<file path="config.mk">
export PLATFORM = sky130hd
export DESIGN_NAME = eth_prbs_checker_multi
export DESIGN_NICKNAME = d
export VERILOG_FILES = /design/src/rtl/eth_prbs_checker_multi.sv
export SDC_FILE = /design/constraint.sdc
export NUM_CORES = 1
export LEC_CHECK = 0
export CAP_MARGIN = 0
export CORE_MARGIN = 8
export CORE_UTILIZATION = 65
export DETAILED_ROUTE_END_ITERATION = 12
export PLACE_DENSITY = 0.87
export SYNTH_ARGS = -nofsm -noshare
export SYNTH_HDL_FRONTEND = slang
export SYNTH_SLANG_ARGS = --single-unit
</file>
<file path="constraint.sdc">
create_clock -name rx_clk -period 27.2 [get_ports rx_clk]
set_clock_uncertainty 0.2 [all_clocks]
set_input_delay 5.44 -clock rx_clk [delete_from_list [all_inputs] [get_ports rx_clk]]
set_output_delay 5.44 -clock rx_clk [all_outputs]
set_load 0.05 [all_outputs]
</file>
<file path="src/rtl/eth_prbs_checker_multi.sv">
// Self-synchronising PRBS7/9/15/23/31 checker with lock tracking and a saturating bit-error count.
// The expected bits come from the received stream itself, so no seed has to be acquired.
module eth_prbs_checker_multi #(
  parameter int unsigned DATA_WIDTH    = 64,
  parameter int unsigned ERR_CNT_WIDTH = 32,
  parameter int unsigned LOCK_CNT      = 16,
  parameter int unsigned UNLOCK_WIN    = 64,
  parameter int unsigned UNLOCK_ERRS   = 16,
  parameter bit          INVERT        = 1'b0,
  localparam int unsigned BitsW        = $clog2(DATA_WIDTH + 1)
) (
  input  logic                     rx_clk,
  input  logic                     rx_rst,
  input  logic                     cfg_enable,
  input  logic [2:0]               cfg_mode,
  input  logic [DATA_WIDTH-1:0]    rx_data,
  input  logic                     rx_valid,
  input  logic                     cnt_clear,
  output logic                     prbs_lock,
  output logic                     err_word,
  output logic [BitsW-1:0]         err_bits,
  output logic [ERR_CNT_WIDTH-1:0] err_count
);

  localparam int unsigned CleanW = $clog2(LOCK_CNT + 1);
  localparam int unsigned WinW   = $clog2(UNLOCK_WIN + 1);
  localparam int unsigned ErrwW  = $clog2(UNLOCK_ERRS + 1);
  localparam int unsigned SumW   = ((ERR_CNT_WIDTH > BitsW) ? ERR_CNT_WIDTH : BitsW) + 1;
  localparam int unsigned Fill7  = (7 + DATA_WIDTH - 1) / DATA_WIDTH;
  localparam int unsigned Fill9  = (9 + DATA_WIDTH - 1) / DATA_WIDTH;
  localparam int unsigned Fill15 = (15 + DATA_WIDTH - 1) / DATA_WIDTH;
  localparam int unsigned Fill23 = (23 + DATA_WIDTH - 1) / DATA_WIDTH;
  localparam int unsigned Fill31 = (31 + DATA_WIDTH - 1) / DATA_WIDTH;

  typedef enum logic [1:0] {StDisabled, StHunt, StLocked} state_e;

  state_e                   state_q, state_d;
  logic [30:0]              hist_q, hist_d;
  logic [2:0]               mode_q;
  logic                     en_q;
  logic [2:0]               fill_q, fill_d;
  logic [CleanW-1:0]        clean_q, clean_d;
  logic [WinW-1:0]          win_q, win_d;
  logic [ErrwW-1:0]         errw_q, errw_d;
  logic                     lock_q, lock_d;
  logic                     err_word_q, err_word_d;
  logic [BitsW-1:0]         err_bits_q, err_bits_d;
  logic [ERR_CNT_WIDTH-1:0] err_count_q, err_count_d;

  logic [2:0]               mode_eff;
  logic                     restart;
  logic [DATA_WIDTH-1:0]    data_in;
  logic [30:0]              hist_base;
  logic [DATA_WIDTH+30:0]   ext;
  logic [DATA_WIDTH-1:0]    exp7, exp9, exp15, exp23, exp31, exp_vec, err_vec;
  logic [2:0]               fill_need;
  logic [BitsW-1:0]         pop;
  logic [SumW-1:0]          sum;

  assign mode_eff  = (cfg_mode > 3'd4) ? 3'd4 : cfg_mode;
  assign restart   = cfg_enable && (!en_q || (mode_eff != mode_q));
  assign data_in   = INVERT ? ~rx_data : rx_data;
  // A restarted word sees an empty history; it is a fill word anyway.
  assign hist_base = restart ? '0 : hist_q;
  // ext[0] is the oldest history bit, ext[31+n] is word bit n.
  assign ext       = {data_in, hist_base};

  always_comb begin
    for (int n = 0; n < DATA_WIDTH; n++) begin
      exp7[n]  = ext[n + 24] ^ ext[n + 25];
      exp9[n]  = ext[n + 22] ^ ext[n + 26];
      exp15[n] = ext[n + 16] ^ ext[n + 17];
      exp23[n] = ext[n + 8]  ^ ext[n + 13];
      exp31[n] = ext[n]      ^ ext[n + 3];
    end
  end

  always_comb begin
    case (mode_eff)
      3'd0:    begin exp_vec = exp7;  fill_need = 3'(Fill7);  end
      3'd1:    begin exp_vec = exp9;  fill_need = 3'(Fill9);  end
      3'd2:    begin exp_vec = exp15; fill_need = 3'(Fill15); end
      3'd3:    begin exp_vec = exp23; fill_need = 3'(Fill23); end
      default: begin exp_vec = exp31; fill_need = 3'(Fill31); end
    endcase
  end

  assign err_vec = data_in ^ exp_vec;

  always_comb begin
    pop = '0;
    for (int n = 0; n < DATA_WIDTH; n++) begin
      pop = pop + BitsW'(err_vec[n]);
    end
  end

  always_comb begin
    state_d     = state_q;
    hist_d      = hist_q;
    fill_d      = fill_q;
    clean_d     = clean_q;
    win_d       = win_q;
    errw_d      = errw_q;
    lock_d      = lock_q;
    err_word_d  = 1'b0;
    err_bits_d  = '0;
    err_count_d = err_count_q;
    sum         = SumW'(err_count_q) + SumW'(pop);

    if (!cfg_enable) begin
      state_d = StDisabled;
      lock_d  = 1'b0;
    end else begin
      if (restart) begin
        state_d = StHunt;
        lock_d  = 1'b0;
        hist_d  = '0;
        fill_d  = '0;
        clean_d = '0;
        win_d   = '0;
        errw_d  = '0;
      end
      if (rx_valid) begin
        hist_d = ext[DATA_WIDTH +: 31];
        if (fill_d < fill_need) begin
          fill_d = fill_d + 3'd1;
        end else begin
          err_word_d = |err_vec;
          err_bits_d = pop;
          case (state_d)
            StHunt: begin
              if (|err_vec) begin
                clean_d = '0;
              end else if (|ext) begin
                clean_d = clean_d + CleanW'(1);
                if (clean_d == CleanW'(LOCK_CNT)) begin
                  state_d = StLocked;
                  lock_d  = 1'b1;
                  clean_d = '0;
                  win_d   = '0;
                  errw_d  = '0;
                end
              end
            end
            StLocked: begin
              if (sum > SumW'({ERR_CNT_WIDTH{1'b1}})) err_count_d = '1;
              else                                    err_count_d = sum[ERR_CNT_WIDTH-1:0];
              win_d  = win_d + WinW'(1);
              errw_d = errw_d + ErrwW'(err_word_d);
              if (errw_d == ErrwW'(UNLOCK_ERRS)) begin
                state_d = StHunt;
                lock_d  = 1'b0;
                win_d   = '0;
                errw_d  = '0;
              end else if (win_d == WinW'(UNLOCK_WIN)) begin
                win_d  = '0;
                errw_d = '0;
              end
            end
            default: ;
          endcase
        end
      end
    end

    if (cnt_clear) err_count_d = '0;
  end

  always_ff @(posedge rx_clk) begin
    if (rx_rst) begin
      state_q     <= StHunt;
      hist_q      <= '0;
      mode_q      <= '0;
      en_q        <= 1'b0;
      fill_q      <= '0;
      clean_q     <= '0;
      win_q       <= '0;
      errw_q      <= '0;
      lock_q      <= 1'b0;
      err_word_q  <= 1'b0;
      err_bits_q  <= '0;
      err_count_q <= '0;
    end else begin
      state_q     <= state_d;
      hist_q      <= hist_d;
      mode_q      <= mode_eff;
      en_q        <= cfg_enable;
      fill_q      <= fill_d;
      clean_q     <= clean_d;
      win_q       <= win_d;
      errw_q      <= errw_d;
      lock_q      <= lock_d;
      err_word_q  <= err_word_d;
      err_bits_q  <= err_bits_d;
      err_count_q <= err_count_d;
    end
  end

  assign prbs_lock = lock_q;
  assign err_word  = err_word_q;
  assign err_bits  = err_bits_q;
  assign err_count = err_count_q;

endmodule

</file>
==> flow_summary.yaml, run 1 <==
yosys:
  synth_top_cell_by_area: "dfxtp_1"
  synthFlopType: "dfxtp_1"
  syn_inst: 1691
  netlist_top_cells_area: "dfxtp_1, xnor2_1, fa_1"
  yosys.cell_types.count: 86
  ys_ff_latch: 98
  yosys.area_share.xor_xnor_pct: 19.1
  synth_most_common_cell: "xnor2_1"
  synth_top_area_share_pct: 15.1
  synth_compound_area_share_pct: 21.8
  ys_top_cells_by_count: "xnor2_1, nor2_1, inv_1"
  synth_area_mm2: 0.0130
  synthAdderAreaFrac_pct: 14.3
  syn-num-nets: 1879
  synth-simple-area-share_pct: 18.9
  synth.avg_cell_area_um2: 7.70
  synthArstFlopShare_pct: 0
  synth_top_family_by_area: "compound AO/OA/AOI/OAI gates"
  muxShareOfSynthArea_pct: 1.64
  seq_area_frac_synth_pct: 15.1
  synth-edff-count: 0
  synth_warnings: 0
detailed_routing:
  wl_met2_mm: 21.5
  post_drt_wl_per_cell_um: 27.1
  drt_iter0_markers: 2143
  drc: 0
  wl_met3_mm: 8.48
  drt_pre_antenna_iters: 6
  vias: 13800
  top_layer_used: "met5"
  viasPerCell: 7.11
  wl_met1_mm: 19.4
  wirelength_mm: 52.7
  ant_nets: 0
clock_tree:
  cts_hold_buf: 0
  root_buffer: "clkbuf_16"
  cts_buffers: 9
  postCtsSetupBuffers: 0
  insertion_delay_ns: 0.36
  cts_tree: "yes"
  cts_buffer_depth: 2
  postCtsResizedCells: 0
  htree_levels: 3
  path_clk_slew_ns: 0.07
  clock-sinks: 98
timing:
  timing.final.crit_share_pct: 63.4
  drv_slew: 0
  tns_ns: 0
  fin_crit_ns: 17.25
  relSlewSlack_pct: 28.5
  setup_viol: 0
  max_freq_ghz: 0.0580
  tightest_slew_ns: 1.07
  hold_viol_final: 0
  grt_setup_unrepaired: "false"
  setup_slack_ns: 9.95
finish:
  antenna_cells: 0
  fin_nets: 1861
  fin_cells: 1942
  drive_gt1_share_pct: 4.53
  fill_cells: 1576
  syn2layout_area_growth_pct: 9.52
worst_setup_path:
  cp-start-kind: "primary input"
  crit_fanout: 29
  arrival_ns: 17.32
  cp_common_cell: "fa_1"
  worstPathRequired_ns: 27.27
  path_class: "in2reg"
  cpMaxStageDelayCell: "clkdlybuf4s50_1"
  end_kind: "flip-flop"
  max_stage_delay_ns: 0.91
floorplanning:
  die-height_um: 158
  start_util_pct: 66.5
  fp.coreArea_mm2: 0.0196
  die_x_um: 158
  die_area_mm2: 0.0248
  rows: 51
  io_pins: 113
job:
  max-cap-violations: 0
min_path:
  min_path_type: "reg2reg"
global_route:
  grt_pass1_wl_mm: 79.1
  grt_pass1_vias: 13100
  grt_util_all_layers_pct: 42.2
  grt-ovfl-total: 0
  grt_max_degree: 94
  grt_antenna_before_repair: 0
placed_design:
  dp_hpwl_mm: 39.0
  io_buffers: 112
  post-place-ws_ns: 10.14
  dp.cells: 1927
  routabilityCongestion: 1.09
run_status:
  status: "completed"
==> kinds of logic (layout without fill, tap and decap cells) <==
kind of cell / Yosys count / after routing
and+or+nand+nor: 468 / 468
AOI/OAI and AO/OA: 410 / 410
buffers and inverters: 297 / 283
xor gates and xnor gates: 283 / 283
adders and majority gates: 116 / 116
DFF: 98 / 98
muxes: 19 / 19
==> cells in the final DEF, fill, tap and decap left out, drive strengths merged, types with 10 or more instances in the layout <==
cell             n
nor3            26
nand2b          11
nand3           32
nor2           140
o31ai           26
ha              61
a211oi          60
o22ai           27
nand4           34
inv            133
o21ai           59
a21oi           66
o211ai          11
and2            11
clkbuf          11
a22o            10
or4             14
fa              55
buf             26
xnor2          195
xor2            88
a31oi           34
nand2           80
a22oi           43
clkdlybuf4s50  109
and3            25
dfxtp           98
nor4            26
==> final timing paths <==
check,from,depth (start not counted),endpoint,slack (ns)
setup / recovery,cfg_enable,30,err_count[24],9.95
hold / removal,errw_q[0],1,errw_q[0],0.28
setup reg to reg,mode_q[0],29,err_count[24],15.74
hold reg to reg,errw_q[0],1,errw_q[0],0.28
==> flip-flops by register name (all words and copies together) (netlist names) <==
signal / cells
state_q: 2
err_count: 32
clean_q: 5
fill_q: 3
win_q: 7
mode_q: 3
err_bits: 7
en_q: 1
prbs_lock: 1
errw_q: 5
err_word: 1
hist_q: 31
==> worst max-delay path, delay by kind of cell <==
| family | cells | cell delay [ns] |
|---|---|---|
| compound gates | 7 | 1.33 |
| fa+ha+maj | 11 | 5.46 |
| buf+inv | 6 | 1.72 |
| mux | 1 | 0.35 |
| simple gates | 5 | 2.97 |
==> layer usage <==
metal | track usage (%) | vias to the layer above
met2 | 61.1 | 1163
met5 | 1.29 | -
met4 | 22.3 | 2
li1 | - | 5907
met1 | 54.4 | 6484
met3 | 14.1 | 255
==> final cells by class <==
class	count	area (um2)	area share [%]
clock buffer	11	253	1.77
inverter	133	499	3.50
tap	265	332	2.33
clock inverter	4	58.8	0.412
timing repair buffer	135	1280	8.99
sequential	98	1960	13.8
multi-input combinational	1296	9870	69.2
==> through the flow <==
stage | hold WS (ns) | util [%] | cell area, um2
after floorplan | 0.234 | - | 13000
after global placement | 0.244 | 71.2 | 13900
after detailed placement | 0.257 | 71.2 | 13900
after CTS | 0.271 | 72.8 | 14300
after global routing | 0.313 | 72.8 | 14300
final | 0.276 | 72.8 | 14300
Power of run 1 is not shown: default switching activity piles up to over one toggle a cycle in this logic, so the estimate is an artifact.
==> run 2: changes to the inputs <==
--- a/config.mk
+++ b/config.mk
@@ -7,9 +7,9 @@
 export LEC_CHECK = 0
 export CAP_MARGIN = 0
 export CORE_MARGIN = 8
-export CORE_UTILIZATION = 65
+export CORE_UTILIZATION = 61
 export DETAILED_ROUTE_END_ITERATION = 12
-export PLACE_DENSITY = 0.87
+export PLACE_DENSITY = 0.83
 export SYNTH_ARGS = -nofsm -noshare
 export SYNTH_HDL_FRONTEND = slang
 export SYNTH_SLANG_ARGS = --single-unit
==> constraint.sdc (replaced) <==
create_clock -name rx_clk -period 17.1 [get_ports rx_clk]
set_clock_uncertainty 0.2 [all_clocks]
set_input_delay 3.42 -clock rx_clk [delete_from_list [all_inputs] [get_ports rx_clk]]
set_output_delay 3.42 -clock rx_clk [all_outputs]
set_load 0.05 [all_outputs]
==> run 2 against run 1 <==
Effect of this change:
- utilization down 4.7 points
- first-iteration DRC count is 8.9% higher
- sequential share of layout area barely moved
- die area rose by 5.9%
- via count shrank 0.73%
- global-route usage decreased by 2.2 points
- critical path depth is the same
- critical path type unchanged
==> flow_summary.yaml, run 2 (synthesized netlist as in run 1, its figures left out) <==
floorplanning:
  io_pins: 113
  start_util_pct: 62.1
  die_area_mm2: 0.0263
  rows: 53
  die_x_um: 162
  fp.coreArea_mm2: 0.0210
  die-height_um: 162
global_route:
  grt-ovfl-total: 0
  grt_pass1_vias: 13100
  grt_util_all_layers_pct: 40.0
  grt_pass1_wl_mm: 80.8
  grt_antenna_before_repair: 1
  grt_max_degree: 88
worst_setup_path:
  timing.rr.start: "mode_q[0]"
  path_delay_family: "adder cells"
  critPathBufInv: 5
  worstPathRequired_ns: 17.13
  crit_fanout: 15
  max_stage_delay_ns: 0.85
  end_kind: "flip-flop"
  cp_common_cell: "fa_1"
  arrival_ns: 14.95
  cpMaxStageDelayCell: "clkdlybuf4s50_1"
  path_class: "in2reg"
  cp-start-kind: "primary input"
  crit_path_start: "cfg_enable"
finish:
  final-seq-area_mm2: 0.00196
  largest_reg_flops: 32
  mostFrequentLayoutCell: "xnor2_1"
  fin_nets: 1862
  multi_input_area_mm2: 0.00988
  syn2layout_area_growth_pct: 9.63
  fill_cells: 1762
  final_cell_mix: "xnor2_1, nor2_1, inv_1, clkdlybuf4s50_1, dfxtp_1"
  drive_gt1_share_pct: 4.53
detailed_routing:
  post_drt_wl_per_cell_um: 27.5
  drc: 0
  vias: 13700
  drt_pre_antenna_iters: 5
  ant_nets: 0
  drt_iter0_markers: 2334
  wirelength_mm: 53.7
  viasPerCell: 7.01
timing:
  tns_ns: 0
  timing.final.crit_share_pct: 87.3
  hold_viol_final: 0
  grt_setup_unrepaired: "false"
  tightest_slew_ns: 1.10
  relSlewSlack_pct: 26.3
  setup_viol: 0
  max_freq_ghz: 0.0670
  drv_slew: 0
  fin_crit_ns: 14.92
clock_tree:
  root_buffer: "clkbuf_16"
  htree_levels: 3
  cts_tree: "yes"
  cts_hold_buf: 0
  postCtsResizedCells: 0
  path_clk_slew_ns: 0.07
  postCtsSetupBuffers: 0
  cts_buffers: 9
  clock-sinks: 98
  cts_buffer_depth: 2
  insertion_delay_ns: 0.35
min_path:
  hold_start: "fill_q[0]"
  min_path_type: "reg2reg"
run_status:
  status: "completed"
placed_design:
  routabilityCongestion: 1.05
  io_buffers: 112
  dp_hpwl_mm: 40.3
job:
  max-cap-violations: 0
run 2: changes by cell type in the layout (fill, tap and decap cells not counted), sizes merged:
| cell | delta |
|---|---|
| clkinvlp | +1 |
| buf | +1 |
| diode | +2 |
run 2: final timing paths:
kind	cells past startpoint	end	slack, ns
setup / recovery	30	err_count[21]	2.18
hold / removal	2	fill_q[0]	0.28
setup reg to reg	29	err_count[21]	5.89
hold reg to reg	2	fill_q[0]	0.28
run 2: metal layers:
layer / wire length [um] / track usage (%) / vias up
li1: - / - / 5935
met1: 20400 / 51.6 / 6496
met2: 22700 / 58.7 / 1055
met3: 7540 / 13.5 / 222
met4: 3010 / 18.9 / 2
met5: 69 / 1.97 / -
run 2: through the flow:
stage / utilization [%] / std cells / hold WS, ns / area [um2] / worst slack (ns)
3_3_place_gp: 66.7 / 1938 / 0.245 / 14000 / 2.40
4_1_cts: 68.1 / 1954 / 0.270 / 14300 / 2.33
2_1_floorplan: - / 1691 / 0.234 / 13000 / 3.49
3_5_place_dp: 66.7 / 1938 / 0.260 / 14000 / 2.05
6_report: 68.1 / 1956 / 0.281 / 14300 / 2.18
5_1_grt: 68.1 / 1955 / 0.303 / 14300 / 1.51
run 2: layout make-up:
class | count | area share [%]
diodes | 2 | 0.0351
repair buffers | 136 | 9.03
clock buffers | 11 | 1.63
well taps | 275 | 2.41
clock inverters | 5 | 0.438
flip-flops and latches | 98 | 13.7
multi-input cells | 1296 | 69.2
inverters | 133 | 3.50
run 2: worst min-delay path, stage by stage (launching register included):
cell and delay (ns):
dfxtp_1 0.32, nand2_1 0.06, a21oi_1 0.06
Power of run 2 is left out for the same reason.
